### src/rtl/nmed_pkg.sv
// Shared types and helpers for the approximate-multiplier error sweep sequencer.
package nmed_pkg;

    typedef enum logic [1:0] {IDLE, SWEEP, DRAIN, DONE} state_e;

    localparam int NMED_WIDTH = 8;

    // Unsigned add clamped to the all-ones value of a w-bit field (w <= 64).
    function automatic logic [63:0] sat_add(input logic [63:0] a, input logic [63:0] b,
                                            input int unsigned w);
        logic [64:0] sum;
        logic [64:0] lim;
        sum = {1'b0, a} + {1'b0, b};
        lim = (65'd1 << w) - 65'd1;
        return (sum > lim) ? lim[63:0] : sum[63:0];
    endfunction

endpackage

### src/rtl/nmed_err_accum.sv
// Error pipeline: stage 1 forms the signed difference and its magnitude, stage 2
// folds it into the sweep statistics.
module nmed_err_accum
    import nmed_pkg::*;
#(
    parameter int WIDTH = NMED_WIDTH,
    parameter int CNT_W = 2*WIDTH+1,
    parameter int SUM_W = 4*WIDTH
) (
    input  logic               i_clk,
    input  logic               i_rst,
    input  logic               i_in_valid,
    input  logic               i_clear,
    input  logic               i_flush,
    input  logic [2*WIDTH-1:0] i_z_exact,
    input  logic [2*WIDTH-1:0] i_z_approx,
    output logic [CNT_W-1:0]   o_pair_cnt,
    output logic [CNT_W-1:0]   o_err_cnt,
    output logic [SUM_W-1:0]   o_err_sum,
    output logic [2*WIDTH-1:0] o_max_err,
    output logic [2*WIDTH-1:0] o_max_exact
);
    localparam int PROD_W = 2*WIDTH;
    localparam int DIFF_W = PROD_W+1;

    logic                     v1_q;
    logic signed [DIFF_W-1:0] diff_q, diff_d;
    logic [DIFF_W-1:0]        abs_q, abs_d;
    logic [PROD_W-1:0]        exact_q;
    logic [CNT_W-1:0]         pair_cnt_q, pair_cnt_d, err_cnt_q, err_cnt_d;
    logic [SUM_W-1:0]         err_sum_q, err_sum_d;
    logic [PROD_W-1:0]        max_err_q, max_err_d, max_exact_q, max_exact_d;

    // One extra bit keeps the full magnitude of the widest possible difference.
    always_comb begin
        diff_d = $signed({i_z_approx[PROD_W-1], i_z_approx}) - $signed({i_z_exact[PROD_W-1], i_z_exact});
        abs_d  = diff_d[DIFF_W-1] ? -diff_d : diff_d;
    end

    always_ff @(posedge i_clk or posedge i_rst) begin
        if (i_rst) begin
            v1_q    <= 1'b0;
            diff_q  <= '0;
            abs_q   <= '0;
            exact_q <= '0;
        end else begin
            v1_q    <= i_in_valid & ~i_flush;
            diff_q  <= diff_d;
            abs_q   <= abs_d;
            exact_q <= i_z_exact;
        end
    end

    always_comb begin
        pair_cnt_d  = pair_cnt_q;
        err_cnt_d   = err_cnt_q;
        err_sum_d   = err_sum_q;
        max_err_d   = max_err_q;
        max_exact_d = max_exact_q;
        if (i_clear) begin
            pair_cnt_d  = '0;
            err_cnt_d   = '0;
            err_sum_d   = '0;
            max_err_d   = '0;
            max_exact_d = '0;
        end else if (v1_q && !i_flush) begin
            pair_cnt_d = pair_cnt_q + CNT_W'(1);
            if (diff_q != '0)
                err_cnt_d = err_cnt_q + CNT_W'(1);
            err_sum_d = SUM_W'(sat_add(64'(err_sum_q), 64'(abs_q), SUM_W));
            if (abs_q > {1'b0, max_err_q})
                max_err_d = abs_q[PROD_W-1:0];
            if ($signed(exact_q) > $signed(max_exact_q))
                max_exact_d = exact_q;
        end
    end

    always_ff @(posedge i_clk or posedge i_rst) begin
        if (i_rst) begin
            pair_cnt_q  <= '0;
            err_cnt_q   <= '0;
            err_sum_q   <= '0;
            max_err_q   <= '0;
            max_exact_q <= '0;
        end else begin
            pair_cnt_q  <= pair_cnt_d;
            err_cnt_q   <= err_cnt_d;
            err_sum_q   <= err_sum_d;
            max_err_q   <= max_err_d;
            max_exact_q <= max_exact_d;
        end
    end

    assign o_pair_cnt  = pair_cnt_q;
    assign o_err_cnt   = err_cnt_q;
    assign o_err_sum   = err_sum_q;
    assign o_max_err   = max_err_q;
    assign o_max_exact = max_exact_q;

endmodule

### src/rtl/nmed_sweep_ctrl.sv
// Sweeps every signed operand pair into the exact/approximate multiplier pair and
// gathers the error statistics used for NMED/MED reporting.
//   state | meaning
//   IDLE  | no sweep; operands parked at 0
//   SWEEP | issuing one operand pair per cycle
//   DRAIN | last pair issued, error pipeline emptying (2 cycles)
//   DONE  | statistics final, o_done high
module nmed_sweep_ctrl
    import nmed_pkg::*;
#(
    parameter int WIDTH = NMED_WIDTH,
    parameter int CNT_W = 2*WIDTH+1,
    parameter int SUM_W = 4*WIDTH
) (
    input  logic               i_clk,
    input  logic               i_rst,
    input  logic               i_start,
    input  logic               i_abort,
    output logic [WIDTH-1:0]   o_a,
    output logic [WIDTH-1:0]   o_b,
    input  logic [2*WIDTH-1:0] i_z_exact,
    input  logic [2*WIDTH-1:0] i_z_approx,
    output logic               o_busy,
    output logic               o_done,
    output logic [CNT_W-1:0]   o_pair_cnt,
    output logic [CNT_W-1:0]   o_err_cnt,
    output logic [SUM_W-1:0]   o_err_sum,
    output logic [2*WIDTH-1:0] o_max_err,
    output logic [2*WIDTH-1:0] o_max_exact
);
    localparam int PROD_W = 2*WIDTH;

    state_e            state_q, state_d;
    logic [PROD_W-1:0] idx_q, idx_d;
    logic              drain_q, drain_d;
    logic              v0_q, v0_d;
    logic              start_ok, abort_ok;

    always_comb begin
        state_d  = state_q;
        idx_d    = idx_q;
        drain_d  = drain_q;
        v0_d     = 1'b0;
        start_ok = i_start && (state_q == IDLE || state_q == DONE);
        abort_ok = i_abort && (state_q == SWEEP || state_q == DRAIN);
        case (state_q)
            IDLE, DONE: begin
                if (i_start) begin
                    state_d = SWEEP;
                    idx_d   = '0;
                    v0_d    = 1'b1;
                end
            end
            SWEEP: begin
                // Abort wins over the last-pair transition.
                if (i_abort) begin
                    state_d = IDLE;
                    idx_d   = '0;
                end else if (&idx_q) begin
                    state_d = DRAIN;
                    drain_d = 1'b0;
                end else begin
                    idx_d = idx_q + PROD_W'(1);
                    v0_d  = 1'b1;
                end
            end
            DRAIN: begin
                if (i_abort) begin
                    state_d = IDLE;
                    idx_d   = '0;
                end else if (drain_q) begin
                    state_d = DONE;
                end else begin
                    drain_d = 1'b1;
                end
            end
            default: state_d = IDLE;
        endcase
    end

    always_ff @(posedge i_clk or posedge i_rst) begin
        if (i_rst) begin
            state_q <= IDLE;
            idx_q   <= '0;
            drain_q <= 1'b0;
            v0_q    <= 1'b0;
        end else begin
            state_q <= state_d;
            idx_q   <= idx_d;
            drain_q <= drain_d;
            v0_q    <= v0_d;
        end
    end

    assign o_a    = idx_q[PROD_W-1:WIDTH];
    assign o_b    = idx_q[WIDTH-1:0];
    assign o_busy = (state_q == SWEEP) || (state_q == DRAIN);
    assign o_done = (state_q == DONE);

    nmed_err_accum #(
        .WIDTH (WIDTH),
        .CNT_W (CNT_W),
        .SUM_W (SUM_W)
    ) u_accum (
        .i_clk       (i_clk),
        .i_rst       (i_rst),
        .i_in_valid  (v0_q),
        .i_clear     (start_ok),
        .i_flush     (abort_ok),
        .i_z_exact   (i_z_exact),
        .i_z_approx  (i_z_approx),
        .o_pair_cnt  (o_pair_cnt),
        .o_err_cnt   (o_err_cnt),
        .o_err_sum   (o_err_sum),
        .o_max_err   (o_max_err),
        .o_max_exact (o_max_exact)
    );

endmodule
### config.mk
export PLATFORM = sky130hd
export DESIGN_NAME = nmed_sweep_ctrl
export DESIGN_NICKNAME = d
export VERILOG_FILES = /design/src/rtl/nmed_pkg.sv /design/src/rtl/nmed_err_accum.sv /design/src/rtl/nmed_sweep_ctrl.sv
export SDC_FILE = /design/constraint.sdc
export NUM_CORES = 1
export LEC_CHECK = 0
export CORE_MARGIN = 1
export CORE_UTILIZATION = 40
export CTS_CLUSTER_DIAMETER = 60
export DETAILED_ROUTE_END_ITERATION = 6
export SYNTH_ARGS = -nofsm -noshare
export SYNTH_HDL_FRONTEND = slang
export SYNTH_SLANG_ARGS = --single-unit
### constraint.sdc
create_clock -name i_clk -period 8.1 [get_ports i_clk]
set_input_delay 0.81 -clock i_clk [delete_from_list [all_inputs] [get_ports i_clk]]
set_output_delay 0.81 -clock i_clk [all_outputs]
set_load 0.01 [all_outputs]
# [Word level (Yosys, flattened, before mapping)]
# Index checks and enable logic that the tools add are counted.
[word_totals] ff_bits=169 output_inout_bits=116
[op_classes] n_bitwise=2 n_reduce_logical=21 n_addsub=6 eq_ne=11 order_cmp=3 muxes=34
[ops] cell="two-way mux 16 bit" n=10
[ops] cell="two-way mux 17 bit" n=6
[ops] cell="two-way mux 32 bit" n=3
[ops] cell="case mux 16 bit (3 select lines)" n=1
[ops] cell="adder 17 x 1 -> 17 bit (second input constant)" n=2
[ops] cell="adder 32 x 17 -> 33 bit" n=1
[ops] cell="> comparator 33 x 32 -> 1 bit (second input constant)" n=1
[ops] cell="> comparator 17 x 16 -> 1 bit" n=1
[ops] cell="negation 17 bit" n=1
[ops] cell="nonzero test 17 bit" n=1
[ops] cell="subtractor 16 x 16 -> 17 bit" n=1
[ops] cell="adder 16 x 1 -> 16 bit (second input constant)" n=1
[ops] cell="> comparator 16 bit" n=1
[ops] cell="AND reduction 16 bit" n=1
[ops] cell="two-way mux 2 bit" n=5
[ops] cell="!= test 2 bit (second input constant)" n=5
[ops] cell="nonzero test 2 bit" n=5
[ops] cell="!= test 3 bit (second input constant)" n=3
[ops] cell="two-way mux 1 bit" n=6
[ops] cell="case mux 2 bit (3 select lines)" n=1
[ops] cell="AND reduction 2 bit" n=3
[ops] cell="AND reduction 3 bit" n=2
[ops] cell="equality test 2 bit (second input constant)" n=2
[ops] cell="case mux 1 bit (2 select lines)" n=2
[ops] cell="other kinds (9)" n=12

# [Longest topological paths before layout]
# Gate-level depths: netlist of run 1.
[logic_depth] word_depth=7 ltp_mapped=14 mapped_depth_nobuf=13

# [Cells and area by module]
# From an unflattened synthesis of run 1, not the netlist that was laid out.
[unflattened] hier_cells=1075 area_unflattened_um2=10084.7
[by_module_without_submodules] mod="nmed_err_accum" area_per_inst_um2=8795.9 n_inst=1 seq_area_each_um2=3703.6 cells_per_inst=936
[by_module_without_submodules] mod="nmed_sweep_ctrl" area_per_inst_um2=1288.7 n_inst=1 seq_area_each_um2=500.5 cells_per_inst=139

# [Least setup slack after synthesis of run 1]
# Ideal clock, no wire load.
[synth_path] path_type="input to register" start="input port i_z_approx[0]" end="register u_accum.abs_q[8]" cell_stages=14 n_path_buf=1 setup_time_ns=0.136 arrival_time_ns=3.423 path_slack_ns=4.541 t_required_ns=7.964 cell_sequence="inv_1 -> ha_1 -> inv_1 -> fa_1 -> a211o_1 -> a2111oi_4 -> o311ai_1 -> a41o_1 -> a211o_1 -> mux2_4 -> clkinv_4 -> buf_12 -> nand2_1 -> xnor2_1"
[synth_lines] item="start, declared" line_no="nmed_sweep_ctrl.sv:22" text="input logic [2*WIDTH-1:0] i_z_approx,"
[synth_lines] item="subtractor 16 x 16 -> 17 bit" line_no="nmed_err_accum.sv:36" text="diff_d = $signed({i_z_approx[PROD_W-1], i_z_approx}) - $signed({i_z_exact[PROD_W-1], i_z_exact});"
[synth_lines] item="via u_accum.diff_d[16]" line_no="nmed_err_accum.sv:27" text="logic signed [DIFF_W-1:0] diff_q, diff_d;"
[synth_lines] item="two-way mux 17 bit" line_no="nmed_err_accum.sv:37" text="abs_d = diff_d[DIFF_W-1] ? -diff_d : diff_d;"
[synth_lines] item="via u_accum.abs_d[8]" line_no="nmed_err_accum.sv:28" text="logic [DIFF_W-1:0] abs_q, abs_d;"
[synth_lines] item="end signal, assigned" line_no="nmed_err_accum.sv:49" text="abs_q <= abs_d;"
[synth_lines] item="end, declared" line_no="nmed_err_accum.sv:28"
# The timed path passes the listed nets, and every way through them passes these cells.
# A chain may end at the register's enable or synchronous reset.

# [Final worst setup path of run 1]
[layout_path] start="input port i_z_exact[0]" end="register u_accum.abs_q[5]"
[layout_via] elab_chain_len=3
[layout_lines] item="start, declared" line_no="nmed_sweep_ctrl.sv:21" text="input logic [2*WIDTH-1:0] i_z_exact,"
[layout_lines] item="subtractor 16 x 16 -> 17 bit *" line_no="nmed_err_accum.sv:36"
[layout_lines] item="negation 17 bit" line_no="nmed_err_accum.sv:37"
[layout_lines] item="two-way mux 17 bit *" line_no="nmed_err_accum.sv:37"
[layout_lines] item="via u_accum.abs_d[5]" line_no="nmed_err_accum.sv:28"
# The timed path passes the listed nets; every way through them passes the cells marked *.

==> run_results.csv, run 1 <==
group,metric,value,unit
sta,fin_tns_setup,0,ns
floorplan,die_x,155.7,um
setup_path,critPathRequiredTime,8.42,ns
sta,worst_slack,4.332,ns
place,preCtsSetupSlack,3.919,ns
grt,grt_usage,21.08,%
sta,finalHoldViolCount,0,
grt,grt_pass1_vias,7735,
cells_and_area,num_antenna_cells,0,
grt,gr-usage-met3,3.722,%
sta,skew,0.01611,ns
synth,synth_cell_type_count,67,
cts,cts_hold_buf,0,
setup_path,cp-start-kind,"primary input",
cts,cts_tree,"built",
detailed_routing,wl_per_cell,16.63,um
detailed_routing,ant_nets,0,
cells_and_area,area_growth,25.08,%
sta,finalCriticalPeriod,3.768,ns
sta,fin_crit_sh,46.52,%
floorplan,dieHeight,155.7,um
detailed_routing,vias,7910,
synth,ys_seq_elements,168,
place,gp_congestion,0.9337,
synth,avgSynthCellArea,9.483,um^2
grt,grt_overflow,0,
cts,clk_latency,0.43,ns
synth,yosysWarnings,0,
setup_path,critPathKind,"primary input to flop",
synth,netlist_area,9454,um^2
grt,gr-usage-met2,33.48,%
setup_path,critPathMaxFanout,12,
sta,timing.fmax,265.4,MHz
grt,grt_max_degree,60,
sta,rsz0062_at_grt,"no",
grt,antenna_found_initial,0,
synth,synth_edf_count,0,
worst_hold_path,min_path_type,"flop to flop",
floorplan,die_area,24250,um^2
cells_and_area,drive_above_1_share,5.026,%
floorplan,start_util,41.26,%
synth,synth_ff_type,"dfrtp_1",
cts,clk_pin_slew,0.07,ns
detailed_routing,drc_errors,0,
synth,syn-num-nets,1107,
cts,post_cts_buffers,0,
synth,ys_seq_area_share,44.47,%
synth,async_flop_share,100.0,%
cts,cts_root_buf,"clkbuf_16",
synth,yosysTopAreaCell,"dfrtp_1",
grt,grt_pass1_wl,40140,um
synth,synthTopCellsByArea,"dfrtp_1 (44%), ha_1 (9.5%), xor2_1 (3.9%)",
grt,top_usage_layer,"met2",
setup_path,cp.arrival,4.08,ns
detailed_routing,drt_pre_antenna_iters,5,
place,io_buffers,151,
pwr,cellLeakagePower,0.005184,uW
floorplan,core_area,22920,um^2
pwr,ir_worst_vdd,0.0001406,V
sta,finalSetupViolCount,0,
synth,synth_top_area_share,44.47,%
sta,worst_slew_pin_slew,1.063,ns
place,post-dp-hpwl,18390,um
floorplan,ios,152,
cts,cts_buffers,17,
cts,cts_buffer_depth,2,
synth,synthCells,997,
detailed_routing,drt-initial-drc-count,443,
setup_path,critPathCaptureType,"flop",
detailed_routing,drt_wl_total,24390,um
floorplan,num_rows,55,
sta,relSlewSlack,29.15,%
sta,slew_viol_final,0,
grt,grtUsageMet1,29.30,%
cells_and_area,layout.nets,1252,
cts,h-tree-depth,4,
cts,cts-resized-gates,0,
cts,clock_sinks,168,
run,drv_cap,0,
pwr,power_density,304.0,nW/um^2
status,status,"complete, no violations",
detailed_routing,routed_via_density,5.392,
layer usage:
layer  part of all wire, %  vias up
li1                      -     3835
met5                     0        -
met4                   1.3        0
met1                    47     3845
met2                    46      205
met3                   4.9       25
synthesized netlist by cell type (all sizes together), types with 3 or more instances:
library cell  instances
a211o                 6
a211oi                7
a21o                 13
a21oi                73
a221oi                4
a22o                 16
a311oi                3
a31oi                 7
and2                  9
and3                 18
and4                  8
clkbuf               29
dfrtp               168
ha                   72
inv                  84
mux2i                 5
nand2                71
nand2b                5
nand3                51
nand4                19
nor2                 79
nor2b                 3
nor3                 13
nor4                 10
o211ai                7
o21a                  8
o21ai                70
o21bai                5
o221a                 3
o31ai                 7
or2                   6
or3                  16
xnor2                29
xor2                 42
logic make-up after synthesis:
kind of cell | count (synthesis) | synth area share [%]
simple gates | 314 | 16.46
compound gates | 248 | 17.02
flops | 168 | 44.47
buf+inv | 116 | 4.831
fa+ha+maj | 74 | 9.952
xor+xnor | 71 | 6.577
mux | 6 | 0.6882
cell usage in the layout, fill, tap and decap left out, drive strengths merged, types with 29 or more instances in the layout:
cell | Yosys | routed
a21oi | 73 | 73
o21ai | 70 | 70
inv | 84 | 90
nor2 | 79 | 79
xor2 | 42 | 42
nand2 | 71 | 71
ha | 72 | 72
dfrtp | 168 | 168
clkdlybuf4s50 | 0 | 151
nand3 | 51 | 51
xnor2 | 29 | 29
registers in the layout, indices dropped and copies added, names as in the netlist:
| register | flops |
|---|---|
| v0_q | 1 |
| u_accum.o_pair_cnt | 17 |
| u_accum.o_err_sum | 32 |
| u_accum.abs_q | 16 |
| u_accum.v1_q | 1 |
| u_accum.o_max_exact | 16 |
| state_q | 2 |
| u_accum.diff_q | 17 |
| u_accum.o_err_cnt | 17 |
| idx_q | 16 |
| u_accum.exact_q | 16 |
| u_accum.o_max_err | 16 |
| drain_q | 1 |
layout make-up:
cell class              instances  area [um^2]
clock buffers                  17        425.4
clock inverters                14        117.6
fillers                      2141        11090
inverters                      85        329.1
multi-input cells             713         4801
flip-flops and latches        168         4204
well taps                     313        391.6
repair buffers                157         1556
worst max-delay path, cell delays in order:
cell	delay (ns)
clkdlybuf4s50_1	0.48
ha_1	0.16
inv_1	0.05
fa_1	0.41
a211o_1	0.38
a2111oi_4	0.39
o311ai_1	0.14
a41o_1	0.29
a211o_1	0.29
mux2_4	0.32
clkinv_4	0.12
o21ai_0	0.11
xnor2_1	0.13
final timing paths:
path / startpoint / to / slack [ns] / cells past startpoint
worst max register to register: state_q[0] / u_accum.o_err_cnt[11] / 4.67 / 9
worst min-delay path: v0_q / u_accum.v1_q / 0.45 / 1
min in group asynchronous: i_rst / u_accum.o_max_exact[13] / 0.78 / 2
worst min register to register: v0_q / u_accum.v1_q / 0.45 / 1
worst max-delay path: i_z_exact[0] / u_accum.abs_q[5] / 4.33 / 13
max in group asynchronous: i_rst / u_accum.o_max_err[14] / 5.42 / 4
through the flow:
step,total power (uW),hold slack (ns),utilization [%],std cells,instance area [um^2]
final,3595,0.4482,51.60,1467,11830
after floorplan,2245,0.4277,-,997,9454
after CTS,3628,0.4543,51.60,1467,11830
after global placement,2828,0.4372,49.23,1436,11280
after global routing,3872,0.4728,51.60,1467,11830
after detailed placement,2845,0.4383,49.23,1436,11280
report_power, final:
group / internal, uW / switching, uW / leakage [uW]
clock: 399 / 367 / 0.000264
combinational: 715 / 930 / 0.00274
sequential: 1010 / 168 / 0.00218
No activity file was read; power rests on OpenSTA's default activity.
==> run 2: changes to the inputs <==
==> constraint.sdc (replaced) <==
create_clock -name i_clk -period 3.61 [get_ports i_clk]
set_input_delay 0.361 -clock i_clk [delete_from_list [all_inputs] [get_ports i_clk]]
set_output_delay 0.361 -clock i_clk [all_outputs]
set_load 0.01 [all_outputs]
==> run_results.csv, run 2 (synthesis gave the netlist of run 1 again) <==
group,metric,value,unit
sta,fin_tns_setup,0,ns
cts,post_cts_buffers,0,
cts,cts_buffers,17,
grt,grt_pass1_vias,7840,
status,status,"complete, no violations",
setup_path,crit_cells,13,
grt,grt_pass1_wl,40230,um
floorplan,core_area,22920,um^2
grt,antenna_found_initial,0,
grt,grt_usage,20.88,%
cells_and_area,final_common_cell,"dfrtp_1",
sta,finalSetupViolCount,0,
setup_path,crit_path_cell_trace,"clkdlybuf4s50_1, ha_1, inv_1, fa_1, a211o_1, a2111oi_4, buf_4, o31ai_1, a211oi_1, o211ai_1, nor4_2, a31oi_1, xor2_1",
cells_and_area,layout.nets,1272,
cts,clk_pin_slew,0.07,ns
setup_path,path_delay_family,"compound AO/OA/AOI/OAI gates",
setup_path,critPathRequiredTime,3.91,ns
pwr,cellLeakagePower,0.005300,uW
setup_path,worst-r2r-setup-slack,0.46,ns
cts,cts-resized-gates,0,
cells_and_area,drive_above_1_share,6.638,%
place,dpl.cell_count,1456,
sta,finalCriticalPeriod,3.318,ns
setup_path,critPathMaxFanout,4,
cells_and_area,fin_cells,1488,
detailed_routing,routed_via_density,5.321,
setup_path,cp.arrival,3.61,ns
cts,clock_sinks,168,
cells_and_area,num_antenna_cells,0,
sta,rsz0062_at_grt,"no",
setup_path,rr_worst_depth,12,
detailed_routing,drt_pre_antenna_iters,5,
cells_and_area,largest_reg_flops,32,
cells_and_area,mostFrequentLayoutCells,"dfrtp_1 (168), clkdlybuf4s50_1 (151), inv_1 (83)",
setup_path,critPathBufInv,3,
place,io_buffers,151,
floorplan,num_rows,55,
setup_path,critPathKind,"primary input to flop",
pwr,power_density,684.7,nW/um^2
cells_and_area,final.fill_count,2134,
floorplan,dieHeight,155.7,um
pwr,ir_worst_vdd,0.0002740,V
setup_path,crit_path_max_incr_delay,0.48,ns
setup_path,critPathCaptureType,"flop",
detailed_routing,vias,7918,
worst_hold_path,min_path_type,"primary input to flop",
detailed_routing,ant_nets,0,
floorplan,start_util,41.26,%
cells_and_area,seqCellArea,4204,um^2
floorplan,die_area,24250,um^2
place,post-dp-hpwl,17990,um
cts,cts_hold_buf,0,
setup_path,cp_slowest_cell,"clkdlybuf4s50_1",
sta,fin_crit_sh,91.90,%
sta,finalHoldViolCount,0,
cells_and_area,multi_input_area,4797,um^2
sta,timing.fmax,301.4,MHz
grt,grt_max_degree,169,
setup_path,cp-start-kind,"primary input",
cts,cts_tree,"built",
sta,skew,0.01243,ns
place,gp_congestion,0.8532,
cts,h-tree-depth,4,
sta,worst_slew_pin_slew,0.9736,ns
cells_and_area,stdcell_area,12010,um^2
run,drv_cap,0,
floorplan,ios,152,
place,placed_area,11440,um^2
sta,relSlewSlack,34.85,%
worst_hold_path,hold-path-cell-count,1,
cts,cts_root_buf,"clkbuf_16",
place,preCtsSetupSlack,-0.09071,ns
floorplan,die_x,155.7,um
sta,slew_viol_final,0,
sta,worst_slack,0.2924,ns
cts,clk_latency,0.43,ns
cells_and_area,area_growth,27.06,%
detailed_routing,wl_per_cell,16.34,um
detailed_routing,drt_wl_total,24310,um
detailed_routing,drc_errors,0,
cts,cts_buffer_depth,2,
detailed_routing,drt-initial-drc-count,520,
grt,grt_overflow,0,
[run 2: layout make-up]
type,instances,share of cell area (%)
Sequential cell,168,35.00
Multi-Input combinational cell,713,39.93
Timing Repair Buffer,177,14.31
Clock buffer,18,3.656
Inverter,85,2.729
Clock inverter,14,1.114
Tap cell,313,3.260
[run 2: metrics by stage]
stage                     hold slack (ns)  utilization [%]  total power, uW
final                              0.4002            52.42             8225
after global routing               0.3910            52.42             8864
after CTS                          0.3870            52.42             8308
after detailed placement           0.4434            49.92             6477
after global placement             0.4367            49.92             6450
after floorplan                    0.3924                -             5038
[run 2: per-layer routing]
metal  GRT usage [%]  vias up  wire length (um)
li1                -     3865                 -
met1           29.82     3828             11880
met2           33.18      200             11130
met3           2.722       25               994
met4           5.696        0               300
met5               0        -                 0
[run 2: worst paths after layout]
path                              startpoint                    end
hold reg to reg                         v0_q           u_accum.v1_q
min in group asynchronous              i_rst    u_accum.exact_q[13]
hold / removal                  i_z_exact[3]     u_accum.exact_q[3]
setup reg to reg           u_accum.diff_q[0]  u_accum.o_err_sum[28]
setup / recovery                i_z_exact[0]      u_accum.abs_q[15]
max in group asynchronous              i_rst   u_accum.o_err_sum[5]
[run 2: report_power, final]
group / switching, uW / internal, uW
Combinational: 2090 / 1690
Clock: 847 / 935
Sequential: 381 / 2280
Total: 3320 / 4900
==> run 3: changes to the inputs <==
--- a/config.mk
+++ b/config.mk
@@ -9,6 +9,7 @@
 export CORE_UTILIZATION = 40
 export CTS_CLUSTER_DIAMETER = 60
 export DETAILED_ROUTE_END_ITERATION = 6
+export REMOVE_ABC_BUFFERS = 1
 export SYNTH_ARGS = -nofsm -noshare
 export SYNTH_HDL_FRONTEND = slang
 export SYNTH_SLANG_ARGS = --single-unit
==> run_results.csv, run 3 (synthesis gave the netlist of run 1 again) <==
group,metric,value,unit
status,status,"complete, no violations",
grt,grt_max_degree,68,
setup_path,critPathCaptureType,"flop",
pwr,total_power,8498,uW
cts,cts-resized-gates,0,
sta,relSlewSlack,28.08,%
detailed_routing,drt-initial-drc-count,431,
setup_path,rr_worst_depth,9,
sta,worst_slew_pin_slew,1.079,ns
sta,fin_tns_setup,0,ns
cells_and_area,final_common_cell,"dfrtp_1",
cts,cts_hold_buf,0,
setup_path,cp.arrival,3.56,ns
setup_path,critPathRequiredTime,3.91,ns
cells_and_area,layout.nets,1275,
detailed_routing,drc_errors,0,
sta,slew_viol_final,0,
sta,finalHoldViolCount,0,
cts,post_cts_buffers,0,
place,placed_area,11460,um^2
floorplan,num_rows,55,
place,preCtsSetupSlack,-0.07028,ns
grt,grt_overflow,0,
floorplan,core_area,22920,um^2
sta,timing.fmax,306.2,MHz
floorplan,start_util,41.26,%
pwr,power_density,701.6,nW/um^2
sta,finalSetupViolCount,0,
worst_hold_path,min_path_type,"primary input to asynchronous set/reset pin",
cts,h-tree-depth,4,
detailed_routing,vias,7801,
sta,worst_slack,0.3441,ns
cts,cts_tree,"built",
sta,finalCriticalPeriod,3.266,ns
floorplan,die_area,24250,um^2
cts,cts_buffers,17,
cts,cts_root_buf,"clkbuf_16",
cells_and_area,num_antenna_cells,0,
pwr,ir_worst_vdd,0.0003193,V
detailed_routing,drt_pre_antenna_iters,4,
cells_and_area,stdcell_area,12110,um^2
floorplan,ios,152,
cells_and_area,final.fill_count,2105,
sta,skew,0.01332,ns
cts,clock_sinks,168,
cells_and_area,mostFrequentLayoutCells,"dfrtp_1 (168), clkdlybuf4s50_1 (151), inv_1 (83)",
cts,cts_buffer_depth,2,
grt,antenna_found_initial,0,
setup_path,critPathKind,"primary input to flop",
pwr,cellLeakagePower,0.005355,uW
sta,fin_crit_sh,90.47,%
place,gp_congestion,0.8957,
grt,grt_usage,20.96,%
place,io_buffers,151,
cells_and_area,largest_reg_flops,32,
run,drv_cap,0,
cells_and_area,multi_input_area,4795,um^2
cells_and_area,final_core_util,52.86,%
cells_and_area,seqCellArea,4204,um^2
cells_and_area,drive_above_1_share,6.791,%
floorplan,dieHeight,155.7,um
detailed_routing,drt_wl_total,24390,um
detailed_routing,routed_via_density,5.232,
grt,grt_pass1_vias,7598,
detailed_routing,ant_nets,0,
setup_path,cp-start-kind,"primary input",
grt,grt_pass1_wl,40020,um
cts,clk_latency,0.43,ns
sta,rsz0062_at_grt,"no",
detailed_routing,wl_per_cell,16.36,um
cells_and_area,area_growth,28.12,%
place,post-dp-hpwl,18580,um
floorplan,die_x,155.7,um
cts,clk_pin_slew,0.07,ns
setup_path,critPathMaxFanout,11,
-- run 3: final cells by class --
cell class / instances / share of cell area [%]
multi-input cells: 713 / 39.58
flip-flops and latches: 168 / 34.71
repair buffers: 180 / 14.38
inverters: 85 / 2.717
clock buffers: 17 / 3.512
clock inverters: 15 / 1.870
well taps: 313 / 3.233
-- run 3: metrics by stage --
step                hold WS, ns  instances
floorplan                0.3924        966
global placement         0.4302       1459
detailed placement       0.4416       1459
CTS                      0.3820       1491
global route             0.3956       1491
finish                   0.3590       1491
-- run 3: worst paths after layout --
| path | start | endpoint | slack, ns |
|---|---|---|---|
| worst max-delay path | i_z_exact[0] | u_accum.abs_q[5] | 0.34 |
| worst min-delay path | i_rst | idx_q[15] | 0.36 |
| worst max register to register | u_accum.o_max_exact[9] | u_accum.o_max_exact[2] | 0.53 |
| worst min register to register | v0_q | u_accum.v1_q | 0.45 |
| max in group asynchronous | i_rst | u_accum.exact_q[5] | 2.40 |
| min in group i_clk | i_z_exact[10] | u_accum.exact_q[10] | 0.39 |
-- run 3: report_power, final --
part | leakage (uW) | internal [uW] | total [uW] | switching [uW]
registers | 0.00218 | 2280 | 2660 | 381
clock network | 0.000320 | 1190 | 2020 | 830
logic | 0.00285 | 1710 | 3820 | 2110
-- run 3: routing by layer --
layer	GRT usage, %	part of all wire, %
met1	27.91	47
met3	3.056	3.4
met4	5.135	1.0
met5	0	0
met2	35.79	49
-- run 3: critical path, cell delays in order --
cell and delay [ns]:
clkdlybuf4s50_1 0.49, ha_1 0.16, inv_1 0.05, fa_1 0.38, a211o_1 0.35, a2111oi_4 0.36
o311ai_1 0.13, a41o_1 0.29, a211o_1 0.30, mux2_4 0.33, clkinv_4 0.11, o21ai_0 0.11
xnor2_1 0.13
